==> config.mk <==
export PLATFORM = sky130hd
export DESIGN_NAME = clk_divider_prog
export DESIGN_NICKNAME = d
export VERILOG_FILES = /design/src/rtl/clk_divider_prog.sv
export SDC_FILE = /design/constraint.sdc
export NUM_CORES = 1
export LEC_CHECK = 0
export CAP_MARGIN = 15
export CORE_ASPECT_RATIO = 1.5
export CORE_MARGIN = 5
export CORE_UTILIZATION = 45
export DETAILED_ROUTE_END_ITERATION = 8
export GPL_TIMING_DRIVEN = 0
export SYNTH_ARGS = -nofsm -noshare
export SYNTH_HDL_FRONTEND = slang
export SYNTH_SLANG_ARGS = --single-unit
==> constraint.sdc <==
create_clock -name i_clk -period 5.5 [get_ports i_clk]
set_input_delay 1.1 -clock i_clk [delete_from_list [all_inputs] [get_ports i_clk]]
set_output_delay 1.1 -clock i_clk [all_outputs]
set_load 0.1 [all_outputs]
==> src/rtl/clk_divider_prog.sv <==
// ---------------------------------------------------------------------------
// clk_divider_prog
//
// Runtime-programmable single-channel clock divider. Generates a 50%-duty
// derived clock from i_clk whose half-period (in i_clk cycles) can be
// reloaded while running. Supports free-run, graceful stop, abort and
// N-pulse burst modes. Every output is driven straight from a flop.
//
// Ports:
//   i_clk        system clock
//   i_reset_n    synchronous active-low reset
//   i_start_stb  start free-run (1-cycle strobe)
//   i_burst_stb  start a burst of i_burst_len rising edges
//   i_burst_len  burst length, sampled with i_burst_stb (0 = ignored)
//   i_stop_stb   graceful stop (never shortens a low phase)
//   i_abort_stb  immediate stop (may truncate a low phase)
//   i_div_load   load a new half-period
//   i_div_half   new half-period, sampled with i_div_load (0 stored as 1)
//   o_div_clk    divided clock, idles high
//   o_rose       one-cycle pulse coincident with a 0->1 of o_div_clk
//   o_fell       one-cycle pulse coincident with a 1->0 of o_div_clk
//   o_busy       divider is not idle
//   o_done       one-cycle pulse on every return to idle (not on reset)
// ---------------------------------------------------------------------------
module clk_divider_prog #(
    parameter int WIDTH        = 12,
    parameter int DEFAULT_HALF = 2604,
    parameter int BURST_WIDTH  = 8
) (
    input  logic                   i_clk,
    input  logic                   i_reset_n,
    input  logic                   i_start_stb,
    input  logic                   i_burst_stb,
    input  logic [BURST_WIDTH-1:0] i_burst_len,
    input  logic                   i_stop_stb,
    input  logic                   i_abort_stb,
    input  logic                   i_div_load,
    input  logic [WIDTH-1:0]       i_div_half,
    output logic                   o_div_clk,
    output logic                   o_rose,
    output logic                   o_fell,
    output logic                   o_busy,
    output logic                   o_done
);

    typedef enum logic [1:0] {
        IDLE,
        RUN,
        BURST,
        STOPPING
    } state_t;

    localparam logic [WIDTH-1:0]       HP_DEFAULT  = WIDTH'(DEFAULT_HALF);
    localparam logic [WIDTH-1:0]       CNT_DEFAULT = WIDTH'(DEFAULT_HALF - 1);
    localparam logic [WIDTH-1:0]       ONE         = WIDTH'(1);
    localparam logic [BURST_WIDTH-1:0] REM_ONE     = BURST_WIDTH'(1);

    state_t                 state, state_next;
    logic [WIDTH-1:0]       hp, hp_next;
    logic [WIDTH-1:0]       pending, pending_next;
    logic                   pend_flag, pend_flag_next;
    logic [WIDTH-1:0]       cnt, cnt_next;
    logic [BURST_WIDTH-1:0] rem, rem_next;
    logic                   div_clk, div_clk_next;
    logic                   rose_q, rose_next;
    logic                   fell_q, fell_next;
    logic                   busy_q, busy_next;
    logic                   done_q, done_next;
    logic [WIDTH-1:0]       load_val;
    logic [WIDTH-1:0]       rise_hp;

    // A requested half-period of zero would never toggle; clamp it to one.
    assign load_val = (i_div_half == '0) ? ONE : i_div_half;

    always_ff @(posedge i_clk) begin
        if (!i_reset_n) begin
            state     <= IDLE;
            hp        <= HP_DEFAULT;
            pending   <= '0;
            pend_flag <= 1'b0;
            cnt       <= CNT_DEFAULT;
            rem       <= '0;
            div_clk   <= 1'b1;
            rose_q    <= 1'b0;
            fell_q    <= 1'b0;
            busy_q    <= 1'b0;
            done_q    <= 1'b0;
        end else begin
            state     <= state_next;
            hp        <= hp_next;
            pending   <= pending_next;
            pend_flag <= pend_flag_next;
            cnt       <= cnt_next;
            rem       <= rem_next;
            div_clk   <= div_clk_next;
            rose_q    <= rose_next;
            fell_q    <= fell_next;
            busy_q    <= busy_next;
            done_q    <= done_next;
        end
    end

    always_comb begin
        state_next     = state;
        hp_next        = hp;
        pending_next   = pending;
        pend_flag_next = pend_flag;
        cnt_next       = cnt;
        rem_next       = rem;
        div_clk_next   = div_clk;
        rose_next      = 1'b0;
        fell_next      = 1'b0;
        done_next      = 1'b0;
        rise_hp        = hp;

        if (i_div_load) begin
            pending_next   = load_val;
            pend_flag_next = 1'b1;
        end

        if (state == IDLE) begin
            // Nothing is toggling, so a new half-period can take effect at once.
            if (i_div_load) begin
                hp_next        = load_val;
                pend_flag_next = 1'b0;
            end else if (pend_flag) begin
                hp_next        = pending;
                pend_flag_next = 1'b0;
            end
            // Stop/abort outrank start/burst even though they do nothing here.
            if (!i_abort_stb && !i_stop_stb) begin
                if (i_burst_stb && (i_burst_len != '0)) begin
                    state_next = BURST;
                    rem_next   = i_burst_len;
                    cnt_next   = hp_next - ONE;
                end else if (i_start_stb) begin
                    state_next = RUN;
                    cnt_next   = hp_next - ONE;
                end
            end
        end else if (i_abort_stb) begin
            state_next   = IDLE;
            div_clk_next = 1'b1;
            cnt_next     = hp - ONE;
            done_next    = 1'b1;
        end else if (i_stop_stb && (state != STOPPING) && div_clk) begin
            // Stopping while high: freeze high, suppressing any pending fall.
            state_next = IDLE;
            done_next  = 1'b1;
        end else begin
            if (i_stop_stb && (state != STOPPING)) begin
                state_next = STOPPING;
            end
            if (cnt == '0) begin
                if (div_clk) begin
                    div_clk_next = 1'b0;
                    fell_next    = 1'b1;
                    cnt_next     = hp - ONE;
                end else begin
                    // A pending half-period is applied only at a rising edge so
                    // every emitted period is uniform.
                    if (pend_flag) begin
                        rise_hp        = pending;
                        hp_next        = pending;
                        pend_flag_next = i_div_load;
                    end
                    cnt_next     = rise_hp - ONE;
                    div_clk_next = 1'b1;
                    rose_next    = 1'b1;
                    if (state_next == STOPPING) begin
                        state_next = IDLE;
                        done_next  = 1'b1;
                    end else if (state == BURST) begin
                        if (rem == REM_ONE) begin
                            rem_next   = '0;
                            state_next = IDLE;
                            done_next  = 1'b1;
                        end else begin
                            rem_next = rem - REM_ONE;
                        end
                    end
                end
            end else begin
                cnt_next = cnt - ONE;
            end
        end

        busy_next = (state_next != IDLE);
    end

    assign o_div_clk = div_clk;
    assign o_rose    = rose_q;
    assign o_fell    = fell_q;
    assign o_busy    = busy_q;
    assign o_done    = done_q;

endmodule

**Word-level counts from Yosys, hierarchy flattened**

Index checks and enable logic that the tools add are counted.

- Bitwise operators: 3
- Reductions and logical operators: 20
- $add $sub $neg: 5
- Equality and inequality tests: 13
- Multiplexer cells: 64

Operators with widths:

| operator | number |
|---|---|
| $mux 12 | 18 |
| $mux 8 | 10 |
| $sub 12x1->12 const B | 4 |
| $mux 2 | 15 |
| $logic_not 12->1 | 2 |
| $mux 1 | 21 |
| $eq 8x1->1 const B | 1 |
| $ne 2x1->1 const B | 4 |
| $ne 2x2->1 const B | 4 |
| $reduce_and 8->1 | 1 |
| $reduce_bool 2->1 | 4 |
| $reduce_bool 8->1 | 1 |
| $sub 8x1->8 const B | 1 |
| $reduce_and 3->1 | 2 |
| $reduce_or 5->1 | 1 |
| $eq 2x2->1 const B | 2 |
| $logic_and 1x1->1 | 4 |
| $reduce_and 4->1 | 1 |
| $ne 3x2->1 const B | 1 |
| $ne 3x3->1 const B | 1 |
| $not 1->1 | 3 |
| $logic_not 1->1 | 2 |
| $logic_not 2->1 | 1 |
| $reduce_or 2->1 | 1 |

- Output and inout port bits: 5
- Register bits: 52

**Depth between registers and ports, before layout**

Gate-level depths: netlist of run 1.

- Depth after elaboration: 15
- Gate-level depth with buffers: 11
- Mapped depth without buffers: 9

**Worst setup path after synthesis of run 1**

Ideal clock, no wire load.

- Path type: input to register
- Start point: input port i_div_load
- End point: register cnt[6]
- Path buffers: 2
- Cell stages on the path: 9
- Setup slack: 2,439 ps
- Setup time: 117 ps
- Required time: 5,383 ps
- Arrival: 2,944 ps
- Cell sequence: clkbuf_1 > clkbuf_1 > a21oi_1 > ha_1 > o211ai_1 > or4b_1 > xor2_1 > o221ai_1 > a22o_1

- Cells in the longest elaborated chain, start to end: 7

RTL lines:

| what | RTL line | text |
|---|---|---|
| from (decl) | 37 | `input logic i_div_load,` |
| $mux 12 (*) | 123 | `if (i_div_load) begin` |
| $mux 12 (*) | 121 | `if (state == IDLE) begin` |
| $sub 12x1->12 (*) | 135, 138 |  |
| $mux 12 | 136 | `end else if (i_start_stb) begin` |
| $mux 12 (*) | 132 | `if (i_burst_stb && (i_burst_len != '0)) begin` |
| $mux 12 (*) | 131 | `if (!i_abort_stb && !i_stop_stb) begin` |
| $mux 12 (*) | 121 |  |
| to (signal assigned) | 93 | `cnt <= cnt_next;` |
| to (decl) | 62 | `logic [WIDTH-1:0] cnt, cnt_next;` |

Mark *: on every way between the ends. The rest lies on a longest branch, timed or not. The select of a mux whose other input is x is not followed.
A chain may end at the register's enable or synchronous reset.

**Worst setup path after layout of run 1**

- Start point: input port i_div_half[7]
- End point: register cnt[6]

- Cells in the longest elaborated chain, start to end: 9

RTL lines:

| what | RTL line | text |
|---|---|---|
| from (decl) | 38 | `input logic [WIDTH-1:0] i_div_half,` |
| $logic_not 12->1 (*) | 73 | `assign load_val = (i_div_half == '0) ? ONE : i_div_half;` |
| $mux 12 (*) | 73 |  |
| $mux 12 (*) | 123 |  |
| $mux 12 (*) | 121 |  |
| $sub 12x1->12 (*) | 135, 138 |  |
| $mux 12 | 136 |  |
| $mux 12 (*) | 132 |  |
| $mux 12 (*) | 131 |  |
| $mux 12 (*) | 121 |  |

Marks and branches as above.

==> run summary, run 1 <==
Avg Cell Area, Syn - 7.597 um^2
number of failing setup endpoints in the final timing report - 0
diode count - 0
Post-layout nets - 610
Worst Max-Slew Pin Slew - 980.8 ps
die extent in x - 88.04 um
DIE AREA - 11180 um^2
leading register cell type out of synthesis - sky130_fd_sc_hd__dfxtp_1
clock-pin slew on the worst setup and hold paths - 70 ps
multi-input combinational cell area - 2846 um^2
hold buffer count at CTS - 0
most area-hungry cell type in the Yosys netlist - sky130_fd_sc_hd__dfxtp_1
share of the cycle needed by the critical path after routing - 65.08%
synthesis-to-finish area growth - 14.92%
number of I/O pins - 32
first-pass GRT wire length - 22560 um
setup repair after global routing missed its margin - no
number of buffers inserted during clock tree synthesis - 5
Avg WL per Cell - 20.86 um
proportion of power drawn by the clock network - 36.2%
Critical Path Max Stage Delay - 560 ps
P per Cell Area - 236.0 nW/um^2
share of final-layout standard cells stronger than drive strength 1 - 6.932%
startpoint class of the critical path - input port
number of sinks handled by clock tree synthesis - 52
buffers from clock root to sink, at most - 2
number of endpoints with negative hold slack in the final report - 0
die span in y - 127.1 um
routed via count - 4235
number of antenna violations at the first check in global routing - 0
CP Max Fanout - 4
Hold Path Class - flip-flop to flip-flop
sequential fraction of design power - 39.1%
DRC violation total after the first TritonRoute iteration - 444
number of antenna-violating nets in the routed design - 0
Post-CTS Resized - 0
effective utilization at floorplan - 46.28%
critical path start-end classification - input port to flip-flop
cell at the root of the clock tree - sky130_fd_sc_hd__clkbuf_16
number of max-capacitance violations reported - 0
Largest delay share family, worst path - simple AND/OR/NAND/NOR gates
routed wire length - 14330 um
number of detailed-routing iterations run before antenna repair - 5
number of enable flip-flop cells after synthesis - 0
worst path bufs/invs - 1
post-layout min period - 3579 ps
Net Sw Frac - 30.74%
setup skew after layout - 4.450 ps
drc violations - 0
combinational fraction of design power - 24.7%
leading cell types in the layout, fill and taps excluded - sky130_fd_sc_hd__nor2_1, sky130_fd_sc_hd__dfxtp_1, sky130_fd_sc_hd__nand2_1
switching component of the power - 0.0003425 W
gate count of the mapped netlist - 541
Worst slew margin - 34.41%
max-slew violations - 0
Area contributors post-synth - sky130_fd_sc_hd__dfxtp_1, sky130_fd_sc_hd__nor2_1, sky130_fd_sc_hd__mux2i_1, sky130_fd_sc_hd__a21oi_1, sky130_fd_sc_hd__nand2_1
register cell area after layout - 1041 um^2
Routability Congestion - 0.9501
most common cell after layout, fill and taps aside - sky130_fd_sc_hd__nor2_1
core box area - 8881 um^2
maximum number of pins on one net before global-route repair - 16
clock tree from TritonCTS - yes
buffers inserted during post-CTS setup optimization - 0
portion of the post-synthesis area used by sequential elements - 25.33%
Syn Nets - 574
endpoint required time on the critical path - 5690 ps
netlist area before placement - 4110 um^2
CTS H-tree depth - 2
ordered list of cells on the worst path - clkdlybuf4s50_1 -> nor3_1 -> and4_1 -> a21oi_1 -> ha_1 -> o211ai_1 -> or4b_1 -> xor2_1 -> o221ai_1 -> a22o_1
unique cell type count in the Yosys netlist - 73
source-to-sink clock delay at the later pin of the worst-skew pair - 290 ps
# port buffers - 29
fraction of post-synthesis cell area in the top cell type by area - 25.33%
async set-or-reset flop fraction in the synthesized netlist - 0%
half-perimeter wire length after placement - 11360 um
total of flip-flops plus latches after synthesis - 52
via count of the first global-routing pass - 4034
internal power consumption - 0.0007719 W
setup TNS - 0 ps
GRT overflow - 0
Fillers - 888
Peak Freq - 0.2794 GHz
Arrival @ worst endpoint - 3770 ps
master of the slowest instance on the critical path - sky130_fd_sc_hd__or4b_1
static leakage - 1.677 nW
VDD IR-drop max - 0.1726 mV
Ys Warns - 0
capturing element type of the critical path - flip-flop
std cell rows - 42
global-route total usage across every layer - 26.15%
Vias/cell - 6.164
Worst Hold Slack - 528.9 ps
power consumption - 0.001114 W
result of the run - completed
stage by stage:
step	cells	utilization [%]	instance area, um^2	setup slack (ps)
global route	687	53.18	4723	1793
detailed placement	680	51.10	4538	1627
floorplan	541	-	4110	2439
finish	687	53.18	4723	1921
CTS	687	53.18	4723	1920
global placement	680	51.10	4538	1653
worst paths after layout:
kind | end | cells past startpoint | slack, ps | start
min | rem[6] | 2 | 530 | rem[6]
max | cnt[6] | 10 | 1920 | i_div_half[7]
max reg2reg | cnt[11] | 8 | 2390 | cnt[0]
min reg2reg | rem[6] | 2 | 530 | rem[6]
cell type report:
type / instances / share of cell area, %
Clock inverter: 2 / 1.272
Multi-Input combinational cell: 440 / 60.26
Timing Repair Buffer: 29 / 6.146
Clock buffer: 5 / 2.649
Inverter: 12 / 0.9536
Sequential cell: 52 / 22.04
Buffer: 37 / 3.762
Tap cell: 110 / 2.914
kinds of logic after synthesis:
logic type	count (synthesis)	synth area share, %
XOR/XNOR	30	6.393
multiplexers	35	8.828
AND/OR/NAND/NOR	226	28.01
flip-flops	52	25.33
AO/OA/AOI/OAI	142	23.96
adder cells (fa/ha/maj)	7	2.070
buffers and inverters	49	5.418
synth_stat cells, types with 11 or more instances:
| cell type | instances |
|---|---|
| sky130_fd_sc_hd__dfxtp_1 | 52 |
| sky130_fd_sc_hd__a211oi_1 | 11 |
| sky130_fd_sc_hd__clkbuf_1 | 27 |
| sky130_fd_sc_hd__xor2_1 | 14 |
| sky130_fd_sc_hd__a21oi_1 | 38 |
| sky130_fd_sc_hd__nand3_1 | 17 |
| sky130_fd_sc_hd__inv_1 | 12 |
| sky130_fd_sc_hd__xnor2_1 | 16 |
| sky130_fd_sc_hd__nor2_1 | 74 |
| sky130_fd_sc_hd__nor3_1 | 33 |
| sky130_fd_sc_hd__mux2i_1 | 25 |
| sky130_fd_sc_hd__nand2_1 | 45 |
| sky130_fd_sc_hd__o21ai_0 | 23 |
state kept, by name, summed over array words and instances (netlist names):
name / cells
pend_flag: 1
o_fell: 1
pending: 12
state: 2
cnt: 12
o_div_clk: 1
hp: 12
o_rose: 1
rem: 8
o_done: 1
o_busy: 1
worst min-delay path, stage by stage (launching register included):
cell	delay (ps)
sky130_fd_sc_hd__dfxtp_1	330
sky130_fd_sc_hd__nor2_1	100
sky130_fd_sc_hd__a211oi_1	50
routing by layer:
layer / track usage [%] / vias to the layer above / share of wire [%]
met1: 33.15 / 1981 / 42
met5: 0 / - / 0
met3: 3.222 / 26 / 5.5
met2: 44.63 / 170 / 50
li1: - / 2058 / -
met4: 10.05 / 0 / 2.9
power by group through the flow:
stage	Sequential [W]	Combinational (W)	Clock (W)
after floorplan	0.000437	0.000186	0
after global placement	0.000442	0.000268	0
after detailed placement	0.000443	0.000270	0
after global routing	0.000439	0.000301	0.000424
after CTS	0.000435	0.000271	0.000412
final	0.000436	0.000275	0.000404
Note: power is estimated with default switching activity, not from simulation.
==> run 2, diff against run 1 <==
Clock period 5.5 ns to 3.7 ns, I/O delays scaled along.
==> results of run 2 <==
The final DEF is identical to that of run 1. Status: completed.
Main changes from that run: setup slack after placement 1627 ps -> 186.7 ps; setup slack after layout 1921 ps -> 480.7 ps; register-to-register setup slack 2390 ps -> 590 ps; total power 0.001114 W -> 0.001657 W; worst IR drop on VDD 0.1726 mV -> 0.2565 mV
==> run 3, diff against run 2 <==
Settings changed: ABC_CLOCK_PERIOD_IN_PS set to 3700, GPL_ROUTABILITY_DRIVEN set to 1.
==> results of run 3 <==
The final DEF is identical to that of run 1. Status: completed.
Main changes from that run: setup slack after placement 1627 ps -> 186.7 ps; setup slack after layout 1921 ps -> 480.7 ps; register-to-register setup slack 2390 ps -> 590 ps; total power 0.001114 W -> 0.001657 W; worst IR drop on VDD 0.1726 mV -> 0.2565 mV
